--- src/rtl/imem_loader.sv ---
// Instruction-memory loader: parses a byte stream (count, little-endian words, XOR checksum),
// writes each word into instruction memory and releases the CPU only after the checksum verifies.
module imem_loader #(
    parameter int ADDR_W = 8
) (
    input  logic              clk,
    input  logic              reset_n,
    input  logic              byte_valid,
    input  logic [7:0]        byte_data,
    output logic              byte_ready,
    output logic              imem_we,
    output logic [ADDR_W-1:0] imem_addr,
    output logic [31:0]       imem_wdata,
    output logic              PCen,
    output logic              done,
    output logic              err,
    output logic [2:0]        state_dbg
);

    typedef enum logic [2:0] {
        HDR_LO = 3'd0,
        HDR_HI = 3'd1,
        DATA   = 3'd2,
        CSUM   = 3'd3,
        RUN    = 3'd4,
        ERROR  = 3'd5
    } state_t;

    localparam logic [31:0] CAP = 32'(1) << ADDR_W;

    state_t            state, state_nx;
    logic [7:0]        n_lo;
    logic [15:0]       n;
    logic [1:0]        bcnt;
    logic [23:0]       asm_q;
    logic [ADDR_W-1:0] widx;
    logic [7:0]        csum;
    logic              xfer;
    logic [15:0]       hdr_n;
    logic              hdr_big;
    logic              last_word;

    // Handshake: a byte moves when byte_valid and byte_ready are both 1 at a rising edge;
    // byte_ready never depends on byte_valid, and byte_data is ignored otherwise.
    assign xfer      = byte_valid & byte_ready;
    assign hdr_n     = {byte_data, n_lo};
    assign hdr_big   = 32'(hdr_n) > CAP;
    assign last_word = 32'(widx) == (32'(n) - 32'd1);
    assign state_dbg = state;

    always_comb begin
        state_nx = state;
        case (state)
            HDR_LO: if (xfer) state_nx = HDR_HI;
            HDR_HI: begin
                if (xfer) begin
                    if (hdr_big)             state_nx = ERROR;
                    else if (hdr_n == 16'd0) state_nx = CSUM;
                    else                     state_nx = DATA;
                end
            end
            DATA:   if (xfer && bcnt == 2'd3 && last_word) state_nx = CSUM;
            CSUM:   if (xfer) state_nx = (byte_data == csum) ? RUN : ERROR;
            default: state_nx = state;
        endcase
    end

    always_ff @(posedge clk or negedge reset_n) begin
        if (!reset_n) begin
            state      <= HDR_LO;
            byte_ready <= 1'b0;
            imem_we    <= 1'b0;
            imem_addr  <= '0;
            imem_wdata <= '0;
            PCen       <= 1'b0;
            done       <= 1'b0;
            err        <= 1'b0;
            n_lo       <= '0;
            n          <= '0;
            bcnt       <= '0;
            asm_q      <= '0;
            widx       <= '0;
            csum       <= '0;
        end else begin
            state      <= state_nx;
            // Ready is registered from the next state so it drops on the same edge RUN/ERROR is entered.
            byte_ready <= (state_nx == HDR_LO) || (state_nx == HDR_HI) ||
                          (state_nx == DATA)   || (state_nx == CSUM);
            imem_we    <= 1'b0;
            if (state == RUN) begin
                done <= 1'b1;
                PCen <= 1'b1;
            end
            if (state == ERROR) err <= 1'b1;
            if (xfer) begin
                case (state)
                    HDR_LO: n_lo <= byte_data;
                    HDR_HI: n    <= hdr_n;
                    DATA: begin
                        bcnt <= bcnt + 2'd1;
                        csum <= csum ^ byte_data;
                        case (bcnt)
                            2'd0: asm_q[7:0]   <= byte_data;
                            2'd1: asm_q[15:8]  <= byte_data;
                            2'd2: asm_q[23:16] <= byte_data;
                            default: begin
                                imem_we    <= 1'b1;
                                imem_addr  <= widx;
                                imem_wdata <= {byte_data, asm_q};
                                widx       <= widx + ADDR_W'(1);
                            end
                        endcase
                    end
                    default: ;
                endcase
            end
        end
    end

endmodule

--- config.mk ---
export PLATFORM = sky130hd
export DESIGN_NAME = imem_loader
export DESIGN_NICKNAME = d
export VERILOG_FILES = /design/src/rtl/imem_loader.sv
export SDC_FILE = /design/constraint.sdc
export NUM_CORES = 1
export LEC_CHECK = 0
export ABC_AREA = 1
export BUFFER_PORTS_ARGS = -buffer_cell sky130_fd_sc_hd__buf_2
export CAP_MARGIN = 30
export CORE_AREA = 2 2 146 148
export DETAILED_ROUTE_END_ITERATION = 8
export DIE_AREA = 0 0 148 150
export SYNTH_ARGS = -nofsm -noshare
export SYNTH_HDL_FRONTEND = slang
export SYNTH_SLANG_ARGS = --single-unit
--- constraint.sdc ---
create_clock -name clk -period 1.39 [get_ports clk]
set_input_delay 0.278 -clock clk [delete_from_list [all_inputs] [get_ports clk]]
set_output_delay 0.278 -clock clk [all_outputs]
set_load 0.01 [all_outputs]
==> qor.txt <==
Die Ht -> 150 µm
Drt drc -> 0
Critical path fanouts, max -> 3
Peak VDD IR -> 1.05 mV
Io pins -> 59
Layout cells sized above 1 -> 30.0%
Leakage power -> 3.67 nW
NumNets Final -> 737
Post-Syn Instances -> 590
Post-synth top area share -> 55.7%
Row cnt -> 53
Max-slew violation count -> 0
Outcome -> complete, but fails checks
Critical path class -> register to register
Routed wire per std cell -> 12.8 µm
Setup ws final -> -165 ps
Post-synth ARST share -> 100%
DRT Pass-1 Iters -> 5
Largest net degree at the start of global routing -> 46
Worst-skew pair later-pin latency -> 420 ps
Core Area -> 0.0207 mm²
Cell Area, Placed -> 0.00609 mm²
Port Buffers -> 58
Average size of a mapped cell -> 8.61 µm²
Required @ worst endpoint -> 1740 ps
GRT met3 Usage -> 2.96%
Crit path DAT -> 1910 ps
Sw Share -> 32.2%
Number of global-route vias before repair -> 4080
Final Cell Area -> 0.00708 mm²
Die Span X -> 148 µm
Relative slew slack -> 78.8%
Dpl ws -> -183 ps
Worst-case clock buffer depth -> 2
Clock power frac -> 36.6%
Fmax -> 643 MHz
Worst-path clk slew -> 60 ps
CTS sink count -> 113
H-Tree Depth -> 4
Starting density of the core -> 24.6%
Post-synth EDFFs -> 0
Yosys warnings -> 0
Failing checks -> setup timing
Most numerous cell in the Yosys netlist -> nand2_1
CP startpoint kind -> register
Fin cells -> 1008
M2 GR Usage -> 17.9%
Syn-to-layout area delta -> 39.4%
Unique masters post-synth -> 30
Number of cells on the worst reg-to-reg path -> 13
Die area -> 0.0222 mm²
Primary FF master, synth -> dfrtp_1
Crit path time final -> 1560 ps
Seq/Total Area, Yosys -> 55.7%
Filler cells -> 2127
Congestion Overflow GR -> 0
Number of placed cells counting well taps -> 961
Seq pwr share -> 34.2%
Gr busiest metal -> met2
Initial antenna violation count -> 0
CP Capture Type -> register
Met1 usage -> 17.0%
P_int -> 7.90 mW
Setup-failing EPs final -> 17
Yosys reg bits -> 113
Number of max-cap violations -> 0
Least-Margin Pin Slew -> 318 ps
Initial detailed-routing violation count -> 292
Top cell types by occurrence after synthesis -> nand2_1, dfrtp_1, o21ai_0
TritonCTS buffer count -> 17
GR Util All Layers -> 12.0%
Synthesized area -> 0.00508 mm²
CTS tree -> done
Clock Skew -> 14.1 ps
Routability Congestion -> 0.839
WL final -> 12900 µm
RSZ-0062 raised after global routing -> yes
Root buf cell -> clkbuf_16
First-pass GRT wire length -> 20800 µm
ANT cells -> 0
Yosys top cell by area -> dfrtp_1
Final antenna-violating net count -> 0
Endpoints failing hold -> 0
Worst Hold Path Cells -> 3
Setup TNS -> -597 ps
Hold slack final -> 153 ps
DR vias/cell -> 4.18
Crit share post-route -> 112%
Tightest Hold Check Type -> input port to register
NetSw -> 3.76 mW
Final core occ -> 34.2%
Overall power -> 11.7 mW
Area contributors post-synth -> dfrtp_1, nand2_1, o21ai_0, inv_1, nor2_1
Vias -> 4213
Synthesized net count -> 607
Hpwl dp -> 8870 µm
Pwr Density -> 1650 mW/mm²
Comb pwr share -> 29.2%
==> cell type report <==
| class | count | area (µm²) | share of cell area (%) |
|---|---|---|---|
| well taps | 275 | 344 | 4.86 |
| inverters | 53 | 211 | 2.99 |
| clock inverters | 15 | 160 | 2.26 |
| multi-input cells | 406 | 2120 | 29.9 |
| repair buffers | 129 | 992 | 14.0 |
| flip-flops and latches | 113 | 2830 | 40.0 |
| clock buffers | 17 | 425 | 6.01 |
==> layer usage <==
metal	wire length, µm	vias up	share of wire, %
li1	-	2126	-
met1	6510	1992	51
met2	5730	81	45
met3	453	14	3.5
met4	154	0	1.2
met5	0	-	0
==> critical path: stages (launching register included) <==
cell	delay (ps)
dfrtp_1	390
inv_2	110
ha_4	220
inv_2	40
nand2_1	40
nand2_1	60
nand3_1	60
nor2_1	90
nand2_1	80
nor2_1	110
nand3_1	80
nor2_1	90
nand2_1	70
nand3_1	60
==> cells in the final DEF, fill, tap and decap left out, types with 2 or more instances in the layout <==
cell	instances
clkbuf_16	19
xor2_1	16
nand2_8	3
buf_6	11
nor4_4	2
nor2_2	4
dfrtp_1	112
nor2_4	5
xnor2_1	5
o21ai_0	56
clkinv_2	2
nor2_1	35
buf_2	53
ha_1	5
nand3_1	22
o21ai_2	10
clkinv_4	3
clkinvlp_4	5
nand2_1	198
nand2_2	16
inv_6	3
buf_12	4
nor3_1	5
nand2_4	4
o21ai_1	7
bufinv_16	2
a21oi_1	2
inv_2	9
inv_1	43
buf_4	56
==> cells by family after synthesis <==
kind of cell	count (synthesis)	share of synthesized area (%)
simple gates	300	25.0
flops	113	55.7
compound gates	79	8.01
buf+inv	71	6.28
xor+xnor	21	3.62
fa+ha+maj	6	1.48
==> registers in the layout, indices dropped and copies added (netlist names) <==
signal,cells
widx,8
err,1
byte_ready,1
state_dbg,3
imem_we,1
done,1
asm_q,24
bcnt,2
csum,8
imem_addr,8
n,16
imem_wdata,32
n_lo,8
==> path summary, 6_finish.rpt <==
check,startpoint,end,slack (ps)
max,n[0],state_dbg[0],-170
min,byte_data[2],n[10],150
max reg2reg,n[0],state_dbg[0],-170
min reg2reg,err,err,460
max in group asynchronous,reset_n,n[4],550
min in group asynchronous,reset_n,asm_q[14],300
==> timing repair <==
| item | 4_1_cts | 5_1_grt |
|---|---|---|
| endpoints found under the setup margin | 37 | 85 |
| endpoints found under the hold margin | 17 | 0 |
| gates cloned | 1 | 2 |
| gates resized for setup | 15 | 69 |
| hold buffers | 1 | 0 |
| buffers inserted | 7 | 6 |
| pin swaps | 6 | 2 |
==> power groups by stage <==
stage / clock network, mW / logic, mW / registers [mW]
CTS: 4.35 / 3.06 / 3.98
finish: 4.27 / 3.41 / 3.99
global route: 4.50 / 3.84 / 4.05
floorplan: 0 / 1.50 / 4.05
detailed placement: 0 / 2.83 / 4.02
global placement: 0 / 2.82 / 4.01
Power figures use the tool's default switching activity.
